**config.mk**
```make
export PLATFORM = sky130hd
export DESIGN_NAME = rx_word_aligner_flat
export DESIGN_NICKNAME = d
export VERILOG_FILES = /design/src/rtl/rx_word_aligner_if.sv /design/src/rtl/rx_word_aligner.sv /design/src/flat_wrapper.sv
export SDC_FILE = /design/constraint.sdc
export NUM_CORES = 1
export LEC_CHECK = 0
export ABC_AREA = 1
export CORE_MARGIN = 2
export CORE_UTILIZATION = 50
export DETAILED_ROUTE_END_ITERATION = 10
export PLACE_DENSITY = 0.77
export RECOVER_POWER = 100
export SLEW_MARGIN = 0
export SYNTH_ARGS = -nofsm -noshare
export SYNTH_HDL_FRONTEND = slang
export SYNTH_SLANG_ARGS = --single-unit
```
**constraint.sdc**
```tcl
create_clock -name clk -period 1.7 [get_ports clk]
set_input_delay 0.255 -clock clk [delete_from_list [all_inputs] [get_ports clk]]
set_output_delay 0.255 -clock clk [all_outputs]
set_load 0.01 [all_outputs]
```
**src/rtl/rx_word_aligner_if.sv**
```systemverilog
// Word aligner handshake bundle: raw word and controls in,
// aligned word, lock status, shift and error count out.
`timescale 1ns/1ps
interface rx_word_aligner_if #(
  parameter int WIDTH = 16
);
  localparam int SW = $clog2(WIDTH);

  logic [WIDTH-1:0] din;
  logic             train_en;
  logic             relock;
  logic [WIDTH-1:0] dout;
  logic             dout_valid;
  logic             locked;
  logic [SW-1:0]    shift;
  logic [7:0]       err_cnt;

  modport master (
    output din, train_en, relock,
    input  dout, dout_valid, locked, shift, err_cnt
  );

  modport slave (
    input  din, train_en, relock,
    output dout, dout_valid, locked, shift, err_cnt
  );
endinterface

```
**src/rtl/rx_word_aligner.sv**
```systemverilog
// Finds the training pattern in the raw deserializer stream, locks a
// bit shift, emits aligned words and counts pattern errors.
//   clk, rstb (sync, active-low); bus: rx_word_aligner_if.slave
`timescale 1ns/1ps
module rx_word_aligner #(
  parameter int          WIDTH         = 16,
  parameter logic [15:0] TRAIN_PATTERN = 16'hF0A5,
  parameter int          LOCK_COUNT    = 4,
  parameter int          UNLOCK_COUNT  = 3,
  parameter int          SW            = $clog2(WIDTH)
) (
  input logic             clk,
  input logic             rstb,
  rx_word_aligner_if.slave bus
);

  localparam logic [WIDTH-1:0] PAT = WIDTH'(TRAIN_PATTERN);
  localparam logic [3:0] LC_M1 = 4'(LOCK_COUNT - 1);
  localparam logic [3:0] UC_M1 = 4'(UNLOCK_COUNT - 1);

  typedef enum logic [1:0] {
    SEARCH,
    VERIFY,
    LOCKED
  } state_t;

  state_t           state;
  logic [WIDTH-1:0] prev;
  logic [WIDTH-1:0] dout_q;
  logic             valid_q;
  logic             locked_q;
  logic [SW-1:0]    shift_q;
  logic [7:0]       err_q;
  logic [3:0]       match_cnt;
  logic [3:0]       miss_cnt;

  logic [2*WIDTH-1:0] cat;
  logic [WIDTH-1:0]   cur_win;
  logic               cur_hit;
  logic               hit_any;
  logic [SW-1:0]      hit_s;

  assign cat     = {bus.din, prev};
  assign cur_win = cat[shift_q +: WIDTH];
  assign cur_hit = (cur_win == PAT);

  // Scan downward so the lowest matching offset wins.
  always_comb begin
    hit_any = 1'b0;
    hit_s   = '0;
    for (int s = WIDTH - 1; s >= 0; s--) begin
      if (cat[s +: WIDTH] == PAT) begin
        hit_any = 1'b1;
        hit_s   = SW'(s);
      end
    end
  end

  always_ff @(posedge clk) begin
    if (!rstb) begin
      state     <= SEARCH;
      prev      <= '0;
      dout_q    <= '0;
      valid_q   <= 1'b0;
      locked_q  <= 1'b0;
      shift_q   <= '0;
      err_q     <= '0;
      match_cnt <= '0;
      miss_cnt  <= '0;
    end else begin
      prev   <= bus.din;
      dout_q <= cur_win;
      if (bus.relock) begin
        state     <= SEARCH;
        valid_q   <= 1'b0;
        locked_q  <= 1'b0;
        err_q     <= '0;
        match_cnt <= '0;
        miss_cnt  <= '0;
      end else begin
        unique case (state)
          SEARCH: begin
            if (hit_any) begin
              shift_q   <= hit_s;
              match_cnt <= 4'd1;
              if (LOCK_COUNT == 1) begin
                state    <= LOCKED;
                miss_cnt <= '0;
                valid_q  <= 1'b1;
                locked_q <= 1'b1;
              end else begin
                state <= VERIFY;
              end
            end
          end
          VERIFY: begin
            if (cur_hit) begin
              match_cnt <= match_cnt + 4'd1;
              if (match_cnt == LC_M1) begin
                state    <= LOCKED;
                miss_cnt <= '0;
                valid_q  <= 1'b1;
                locked_q <= 1'b1;
              end
            end else begin
              state <= SEARCH;
            end
          end
          LOCKED: begin
            if (bus.train_en) begin
              if (!cur_hit) begin
                if (err_q != 8'hFF) err_q <= err_q + 8'd1;
                miss_cnt <= miss_cnt + 4'd1;
                if (miss_cnt == UC_M1) begin
                  state    <= SEARCH;
                  valid_q  <= 1'b0;
                  locked_q <= 1'b0;
                end
              end else begin
                miss_cnt <= '0;
              end
            end
          end
          default: begin
            state    <= SEARCH;
            valid_q  <= 1'b0;
            locked_q <= 1'b0;
          end
        endcase
      end
    end
  end

  assign bus.dout       = dout_q;
  assign bus.dout_valid = valid_q;
  assign bus.locked     = locked_q;
  assign bus.shift      = shift_q;
  assign bus.err_cnt    = err_q;

endmodule

```
**src/flat_wrapper.sv**
```systemverilog
// flat-port wrapper written by rule: the top's interface ports become plain ports
module rx_word_aligner_flat 
#(
  parameter int          WIDTH         = 16,
  parameter logic [15:0] TRAIN_PATTERN = 16'hF0A5,
  parameter int          LOCK_COUNT    = 4,
  parameter int          UNLOCK_COUNT  = 3,
  parameter int          SW            = $clog2(WIDTH)
)
  (clk, rstb, bus_din, bus_train_en, bus_relock, bus_dout, bus_dout_valid, bus_locked, bus_shift, bus_err_cnt);
  rx_word_aligner_if #(.WIDTH(WIDTH)) bus_i ();
  input logic clk;
  input logic rstb;
  input wire logic [$bits(bus_i.din)-1:0] bus_din;
  input wire logic [$bits(bus_i.train_en)-1:0] bus_train_en;
  input wire logic [$bits(bus_i.relock)-1:0] bus_relock;
  output wire logic [$bits(bus_i.dout)-1:0] bus_dout;
  output wire logic [$bits(bus_i.dout_valid)-1:0] bus_dout_valid;
  output wire logic [$bits(bus_i.locked)-1:0] bus_locked;
  output wire logic [$bits(bus_i.shift)-1:0] bus_shift;
  output wire logic [$bits(bus_i.err_cnt)-1:0] bus_err_cnt;
  assign bus_i.din = bus_din;
  assign bus_i.train_en = bus_train_en;
  assign bus_i.relock = bus_relock;
  assign bus_dout = bus_i.dout;
  assign bus_dout_valid = bus_i.dout_valid;
  assign bus_locked = bus_i.locked;
  assign bus_shift = bus_i.shift;
  assign bus_err_cnt = bus_i.err_cnt;
  rx_word_aligner #(.WIDTH(WIDTH), .TRAIN_PATTERN(TRAIN_PATTERN), .LOCK_COUNT(LOCK_COUNT), .UNLOCK_COUNT(UNLOCK_COUNT), .SW(SW)) u_core (.clk(clk), .rstb(rstb), .bus(bus_i));
endmodule
```
Yosys cells after proc, flatten, opt, wreduce, memory -nomap -nowiden. Index checks and enable logic that the tools add are counted.

$add $sub $neg: 3. Multipliers: 0. Divide/modulo/power cells: 0. $lt $le $gt $ge: 0. Equal/unequal tests: 29. Shift-type cells: 1. Muxes and demuxes: 53. Bitwise logic cells: 4. Reductions and logical operators: 10.

Operator list (number): $eq A16 B16 Y1 const B (17); $mux W4 (22); $shiftx A32 B5 Y16 (1); $mux W1 (21); $pmux W4 S2 (2); $mux W2 (6); $add A4 B1 Y4 const B (2); $add A8 B1 Y8 const B (1); $eq A4 B2 Y1 const B (2); $ne A2 B1 Y1 const B (4); $ne A8 B8 Y1 const B (1); $reduce_and A4 Y1 (2); $pmux W2 S3 (1); $reduce_and A3 Y1 (2); $reduce_and A6 Y1 (1); $reduce_and A5 Y1 (1); $ne A2 B2 Y1 const B (2); $not A1 Y1 (4); $reduce_bool A2 Y1 (2); $ne A3 B3 Y1 const B (1); $pmux W1 S3 (1); $eq A2 B1 Y1 const B (1); $eq A2 B2 Y1 const B (1); $logic_not A2 Y1 (1); $reduce_or A2 Y1 (1).

Register bits: 55. Bits in latches: 0. Bits in writable memories: 0. Memory bits (read-only): 0. Word-level logic and storage cells: 108. Memories kept: 0.

Depth between registers and ports, before layout. Gate-level depths: netlist of run 1.

Depth in word-level cells: 19. Gate-level depth with buffers: 18. Depth with buffers taken out: 17.

Least setup slack after synthesis of run 1. OpenSTA, ideal clock, no wires.

Kind: reg-to-reg. Start: register u_core.shift_q[2], in the netlist u_core.bus.shift[2]. End: register u_core.match_cnt[2]. Library setup time: 115 ps. Data arrival time: 1858 ps. Path slack: -273 ps. Stages on the path, launching flop included: 16. Path buffers: 2. Cells stage by stage: dfxtp_1 buf_2 buf_1 nand3_1 nand2_1 nand2_1 nand2_1 nand2_1 nor2_1 nand2_1 nor2_4 nand2_1 nand2_2 nand3_1 nand2_1 nor2_1.

Word-level cells in the longest chain between the ends: 4.

Ends and longest elaborated chain: start, declared (RTL line rx_word_aligner.sv:32) `logic [SW-1:0] shift_q;`; start signal, assigned (RTL line rx_word_aligner.sv:84) `shift_q <= hit_s;`; $shiftx A32 B5 Y16 (RTL line rx_word_aligner.sv:44) `assign cur_win = cat[shift_q +: WIDTH];`; $eq A16 B16 Y1 (RTL line rx_word_aligner.sv:45) `assign cur_hit = (cur_win == PAT);`; $ne A2 B1 Y1 (no line); $reduce_and A3 Y1 (no line); end signal, assigned (RTL line rx_word_aligner.sv:98) `match_cnt <= match_cnt + 4'd1;`; end, declared (RTL line rx_word_aligner.sv:34) `logic [3:0] match_cnt;`.

Every way passes these cells. A chain may end at the register's enable or synchronous reset.

Worst setup path after layout of run 1.
Start: register u_core.shift_q[0], in the netlist u_core.bus.shift[0]. End: register u_core.valid_q, in the netlist u_core.bus.dout_valid.

Word-level cells in the longest chain between the ends: 4. Elaborated cells between the ends (all ways): 5. Those cells by class: eq/ne (3); shift (1); reduce/logical (1).

Ends and longest elaborated chain: $shiftx A32 B5 Y16 (*) (RTL line rx_word_aligner.sv:44); $eq A16 B16 Y1 (*) (RTL line rx_word_aligner.sv:45); $ne A2 B2 Y1 (no line) or $ne A2 B1 Y1 (tied branches); $reduce_and A6 Y1 (no line) (*); end signal, assigned (RTL line rx_word_aligner.sv:64) `valid_q <= 1'b0;`; end signal, assigned (RTL line rx_word_aligner.sv:75) `valid_q <= 1'b0;`; end signal, assigned (RTL line rx_word_aligner.sv:89) `valid_q <= 1'b1;`; end, declared (RTL line rx_word_aligner.sv:30) `logic valid_q;`.

Mark *: on every way between the ends. The rest lies on a longest branch, timed or not.

==> results.txt, run 1 <==
Outcome = finished with violations
Failing checks = setup timing
Primary FF master, synth = dfxtp_1
Post-synth EDFFs = 0
Dpl ws = -862 ps
Syn_area_per_cell = 5.64 um2
Sw frac = 0.297
Final worst setup slack = -702 ps
Gp weighted congestion = 0.953
Crit-path most repeated cell = nand3_2
CP required = 1950 ps
Hold crit path type = in -> reg
R2r startpoint = u_core.bus.shift[0]
Max_slew headroom = 0.453
Clock latency at the later pin of the worst-skew pair = 320 ps
Mapped Cells = 706
Asr flop ratio synth = 0
Most numerous cell in the Yosys netlist = nand2_1
Fin nets = 865
Drt wl/cell = 17.5 um
Net count after synthesis = 730
Largest family of logic cells by synthesized area = simple AND/OR/NAND/NOR gates
Starting Density = 0.515
DRC = 0
Die H = 93.2 um
Minimum clock period = 2400 ps
Max VDD drop = 0.000392 V
Number of global-route vias before repair = 5,194
Worst clock skew = 11.7 ps
CP cell instances = buf_12 > buf_16 > nand2_1 > nand3_1 > nand3_2 > nand3_2 > nand2_2 > nor2_1 > nand2_1 > nor2_4 > buf_4 > nand3_2 > nand2_4 > buf_6 > nand3_2 > a21oi_2
RSZ-0062 raised after global routing = true
Biggest area consumer among synthesized cells = dfxtp_1
R2R depth = 16
Gr usage total = 0.345
CTS sink cnt = 55
P_leak = 3.03 nW
Vias/cell = 6.00
Maximum net fanout on the critical path = 8
IO Pins = 50
Area delta synth->final = 57.9%
Register area share after synthesis = 0.277
Floorplan core area = 7730 um2
Synth top cells by count = nand2_1 (243), nand3_1 (149), nor2_1 (78)
Post-Synth XOR/XNOR Area = 0.0154
Hold WS = 341 ps
Crit end category = register
Top cells by area, synth = dfxtp_1 (28%), nand2_1 (23%), nand3_1 (19%), nor2_1 (7.4%), inv_1 (5.1%)
Power density cells = 430 nW/um2
DR top layer = met4
Pin count of the biggest net entering global routing = 31
Rows = 32
Number of max-cap violations = 0
Peak per-stage delay on the critical path = 450 ps
Slew @ Worst Pin = 820 ps
Synth Area in Compound Gates = 0.0440
CP Launch Type = register
Number of synthesized register bits = 55
CTS tree = yes
Fmax achieved = 416 MHz
Mux share of post-synthesis cell area = 0
Clock Tree Root = clkbuf_8
Iter 0 DRT Violations = 789
Antenna-violating nets left = 0
Comb power frac = 0.209
Clock power share = 0.290
Met1 wire length = 6310 um
DRT Pass-1 Iters = 8
Fraction of layout cells with a size suffix above 1 = 0.330
Max-slew violation count = 0
NetSw = 0.803 mW
Netlist Area Pre-Place = 3980 um2
R2R Path End = u_core.bus.dout_valid
Netlist cell types = 27
Post-Route WL = 16,500 um
Synth Area in Adders = 0.0126
# setup viols final = 24
Fillers = 510
Setup crit start = u_core.bus.shift[0]
Period utilization = 1.41
Clk slew on worst S/H paths = 110 ps
Fin. Hold Viols = 0
ANT cells = 0
Grt total ovfl = 0
Synth top area share = 0.277
CTS Buf Count = 5
Wire length on met3 = 1510 um
Placed wire-length estimate = 10,100 um
Yosys warning count = 0
First-pass GRT wire length = 24,200 um
Initial antenna violation count = 0
R2R setup slack = -700 ps
Critical Path End = u_core.bus.dout_valid
Met2 WL = 7740 um
Hold Path Depth = 4
PortBufs = 49
CP Class = reg -> reg
Routed via count = 5,665
Sequential power share = 0.501
Die area = 8690 um2
Clock tree buffer depth = 2
H-tree Lvls = 2
CP max-delay cell = dfxtp_4
Cell Int Power = 1.90 mW
Die X-Extent = 93.2 um
Fraction of the mapped netlist area in simple logic gates = 0.558
Crit path arrival time = 2650 ps
==> metrics by stage <==
stage | setup TNS (ps) | area (um2) | power, mW | std cells | util
after floorplan | -1400 | 4080 | 1.59 | 706 | -
after global placement | -16880 | 5260 | 1.86 | 923 | 0.681
after detailed placement | -17980 | 5260 | 1.87 | 923 | 0.681
after CTS | -7990 | 5830 | 2.64 | 941 | 0.755
after global routing | -14360 | 6280 | 2.80 | 944 | 0.813
final | -12150 | 6280 | 2.70 | 944 | 0.813
==> power by group through the flow <==
stage	combinational (mW)	clock [mW]	sequential, mW
floorplan	0.208	0	1.38
global placement	0.481	0	1.38
detailed placement	0.487	0	1.38
CTS	0.506	0.783	1.35
global route	0.610	0.841	1.35
finish	0.565	0.785	1.35
==> cell usage in the layout, fill, tap and decap left out, types with 20 or more instances in the layout <==
cell	netlist	routed
clkdlybuf4s50_1	0	20
inv_1	54	46
buf_4	2	89
nand2_2	2	24
nand2_1	243	207
nor2_1	78	60
dfxtp_1	55	40
nand3_2	0	47
nand4_1	22	22
nand3_1	149	99
==> worst max-delay path: cells and delay by family (launching register included) <==
kind / cells / cell delay (ps)
AOI/OAI and AO/OA: 1 / 140
buffers and inverters: 4 / 510
DFF: 1 / 450
and+or+nand+nor: 11 / 1240
==> cell families after synthesis <==
| kind of cell | after synthesis |
|---|---|
| XOR/XNOR | 7 |
| adder cells (fa/ha/maj) | 4 |
| AND/OR/NAND/NOR | 515 |
| AO/OA/AOI/OAI | 33 |
| flip-flops | 55 |
| buffers and inverters | 92 |
==> registers in the layout, summed over array words and instances (netlist names) <==
| signal | count |
|---|---|
| u_core.match_cnt | 4 |
| u_core.bus.dout_valid | 1 |
| u_core.miss_cnt | 4 |
| u_core.bus.dout | 16 |
| u_core.prev | 16 |
| u_core.bus.err_cnt | 8 |
| u_core.state | 2 |
| u_core.bus.shift | 4 |
==> routing by layer <==
metal / vias to the layer above / track usage
met2: 424 / 0.600
met1: 2552 / 0.426
met5: - / 0
met4: 0 / 0.151
li1: 2580 / -
met3: 109 / 0.0451
==> worst min path at each step <==
stage | from | endpoint | slack [ps]
2_1_floorplan | bus_din[10] | u_core.prev[10] | 350
3_3_place_gp | u_core.bus.dout_valid | u_core.bus.dout_valid | 450
3_5_place_dp | u_core.bus.dout_valid | u_core.bus.dout_valid | 490
4_1_cts | bus_din[3] | u_core.prev[3] | 430
5_1_grt | bus_din[11] | u_core.prev[11] | 380
6_report | bus_din[11] | u_core.prev[11] | 340
==> timing repair <==
item / 4_1_cts / 5_1_grt
hold endpoints to repair: 0 / 0
buffers inserted: 7 / 5
gates resized for setup: 104 / 113
gates cloned: 3 / 1
hold buffers: 0 / 0
endpoints found under the setup margin: 26 / 25
pin swaps: 36 / 33
==> layout make-up <==
class / instances / area, um2 / share of cell area
well taps: 102 / 128 / 0.0203
flip-flops and latches: 55 / 1140 / 0.182
multi-input cells: 560 / 3190 / 0.508
clock inverters: 1 / 8.76 / 0.00139
clock buffers: 7 / 86.3 / 0.0137
repair buffers: 159 / 1470 / 0.235
inverters: 60 / 253 / 0.0402
(Power assumes the default switching activity.)
==> inputs of run 2 (changes only) <==
--- a/config.mk
+++ b/config.mk
@@ -7,9 +7,9 @@
 export LEC_CHECK = 0
 export ABC_AREA = 1
 export CORE_MARGIN = 2
-export CORE_UTILIZATION = 50
+export CORE_UTILIZATION = 25
 export DETAILED_ROUTE_END_ITERATION = 10
-export PLACE_DENSITY = 0.77
+export PLACE_DENSITY = 0.45
 export RECOVER_POWER = 100
 export SLEW_MARGIN = 0
 export SYNTH_ARGS = -nofsm -noshare
==> run 2 against run 1 <==
The run still ends with setup timing left. Via count is 10% lower. Maximum frequency is 13% higher. Die area is 95% higher. Count of clock-buffer cells in the layout stayed put. Combinational power is 0.9% lower. Sequential cell count stayed put. Critical path depth is 1 lower. Clock skew is 4.6 ps lower. Final area is 2.8% higher. Cell count is 11% higher. Core utilization is 40 points lower.
==> results.txt, run 2 (synthesis results as in run 1) <==
Clk slew on worst S/H paths = 70 ps (-40 ps)
Cts-stage hold buffer count = 0 (unchanged)
Clock tree buffer depth = 2 (unchanged)
CP cell instances = clkbuf_16 > nand2_1 > nand3_2 > nand3_2 > nand2_4 > o21ai_2 > nand2_1 > nor2_2 > nand2_2 > nor2_4 > nand2_2 > nand2_4 > nand3_2 > nand2_1 > nor2_1
Die X-Extent = 130 um (+40%)
Power density cells = 492 nW/um2 (+14%)
Clock latency at the later pin of the worst-skew pair = 300 ps (-20 ps)
Fraction of layout cells with a size suffix above 1 = 0.342 (+0.0120)
CTS sink cnt = 55 (unchanged)
Min-Delay Startpoint = bus_din[12]
Post-Route WL = 15,100 um (-8.6%)
Final worst setup slack = -427 ps (+275 ps)
DRC = 0 (unchanged)
Crit end category = register
Placed wire-length estimate = 10,900 um (+7.9%)
Cell family with most CP delay = simple AND/OR/NAND/NOR gates
ANT cells = 0 (unchanged)
Cell count along the critical path = 15 (-1)
Fillers = 1,634 (+220%)
Seq. cell area = 1130 um2 (-0.87%)
R2R depth = 15 (-1)
RSZ-0062 raised after global routing = true
Failing checks = setup timing
Clock Tree Root = clkbuf_16
Grt total ovfl = 0 (unchanged)
Vias/cell = 4.85 (-19%)
Fin. Hold Viols = 0 (unchanged)
Placed instance count = 1,022 (+11%)
Iter 0 DRT Violations = 367 (-53%)
Starting Density = 0.253 (-0.262)
CP max-delay cell = dfxtp_4
Peak per-stage delay on the critical path = 390 ps (-60 ps)
Gp weighted congestion = 0.937 (-1.7%)
Number of max-cap violations = 0 (unchanged)
Fin nets = 856 (-1.0%)
Most common cell after layout, fill and taps aside = nand2_1
Die H = 130 um (+40%)
Max_slew headroom = 0.413 (-0.0399)
CTS Buf Count = 5 (unchanged)
R2R Path End = u_core.match_cnt[2]
CTS tree = yes
Pin count of the biggest net entering global routing = 33 (+6.5%)
CP Class = reg -> reg
Area delta synth->final = 62.3%
Post-route non-filler standard cell count = 1,049 (+11%)
Crit path arrival time = 2330 ps (-320 ps)
Routed via count = 5,084 (-10%)
Gr usage total = 0.178 (-0.167)
Period utilization = 1.25 (-0.162)
Worst clock skew = 7.10 ps (-4.58 ps)
Crit path buffers/inverters = 1 (-3)
IO Pins = 50 (unchanged)
Hold crit path type = in -> reg
R2R setup slack = -430 ps (+280 ps)
Maximum net fanout on the critical path = 16 (+8)
Hold Path Depth = 4 (unchanged)
Antenna-violating nets left = 0 (unchanged)
Max VDD drop = 0.000351 V (-11%)
Design Power = 3.17 mW (+17%)
R2r startpoint = u_core.bus.shift[0]
Floorplan core area = 15,700 um2 (+100%)
P_leak = 2.96 nW (-2.1%)
H-tree Lvls = 2 (unchanged)
Hold WS = 337 ps (-3.83 ps)
Die area = 16,900 um2 (+95%)
# setup viols final = 23 (-4.2%)
CP required = 1900 ps (-50 ps)
Max-slew violation count = 0 (unchanged)
CP Launch Type = register
Drt wl/cell = 14.4 um (-18%)
Slew @ Worst Pin = 880 ps (+59.8 ps)
Hold Path Sink = u_core.prev[12]
Most frequent cells in the layout = nand2_1 (204), buf_4 (88), nand3_1 (76)
Area of the multi-input gates = 3250 um2 (+1.8%)
Number of global-route vias before repair = 4,766 (-8.2%)
Minimum clock period = 2130 ps (-275 ps)
Initial antenna violation count = 0 (unchanged)
Outcome = finished with violations
DRT Pass-1 Iters = 5 (-3)
First-pass GRT wire length = 23,900 um (-1.2%)
PortBufs = 49 (unchanged)
Fmax achieved = 470 MHz (+13%)
Rows = 46 (+44%)
==> run 2: changes by cell type in the layout (fill, tap and decap cells not counted), moves of 4 or more <==
cell             previous run  this run
buf_6                      13         4
clkbuf_16                   0         7
clkbuf_8                    6         0
clkdlybuf4s50_1            20        31
dlygate4sd2_1               8        13
dlygate4sd3_1              17         1
inv_2                       8         4
nand2_2                    24        33
nand2_4                    14         9
nand3_1                    99        76
nand3_2                    47        72
nor3_1                      5        10
==> run 2: layout make-up <==
type                    count  share of cell area
inverters                  60              0.0384
flip-flops and latches     55               0.176
clock inverters             1             0.00465
multi-input cells         560               0.503
well taps                 216              0.0418
clock buffers               7              0.0238
repair buffers            150               0.213
==> run 2: timing repair <==
action	in CTS	in global routing
buffers inserted	8	7
pin swaps	30	32
resized for setup	125	88
endpoints found under the setup margin	25	24
cloned	3	1
==> run 2: worst register-to-register path, cell delays in order, from the launching register on <==
cell	delay, ps
dfxtp_4	390
clkbuf_16	190
nand2_1	110
nand3_2	110
nand3_2	120
nand2_4	70
o21ai_2	170
nand2_1	90
nor2_2	150
nand2_2	80
nor2_4	150
nand2_2	100
nand2_4	130
nand3_2	70
nand2_1	60
nor2_1	30
==> run 2: stage by stage <==
stage               setup WS [ps]  utilization  setup TNS, ps  area, um2
floorplan                    -110            -          -1400       4080
global placement             -930        0.339         -17500       5330
detailed placement           -867        0.339         -17530       5330
CTS                          -377        0.384          -6590       6040
global route                 -546        0.411         -10590       6460
finish                       -427        0.411          -7650       6460
==> run 2: worst max path at each step <==
stage,start,endpoint,slack (ps)
after floorplan,u_core.bus.shift[0],u_core.match_cnt[0],-110
after global placement,bus_din[2],u_core.bus.shift[2],-930
after detailed placement,bus_din[3],u_core.bus.shift[2],-870
after CTS,u_core.bus.shift[0],u_core.match_cnt[3],-380
after global routing,u_core.bus.shift[0],u_core.match_cnt[2],-550
final,u_core.bus.shift[0],u_core.match_cnt[2],-430
==> run 2: where the power goes <==
part           switching (mW)  total, mW  internal (mW)  leakage [nW]
Combinational           0.311      0.560          0.249          2.42
Clock                   0.477       1.26          0.786        0.0893
Sequential             0.0322       1.35           1.32         0.456
Total                   0.820       3.17           2.35          2.96
==> run 2: per-layer routing <==
metal | wire (um) | track usage | share of wire | vias to the layer above
li1 | - | - | - | 2567
met1 | 6870 | 0.238 | 0.45 | 2313
met2 | 7050 | 0.293 | 0.47 | 171
met3 | 799 | 0.0287 | 0.053 | 33
met4 | 393 | 0.0607 | 0.026 | 0
met5 | 0 | 0 | 0 | -
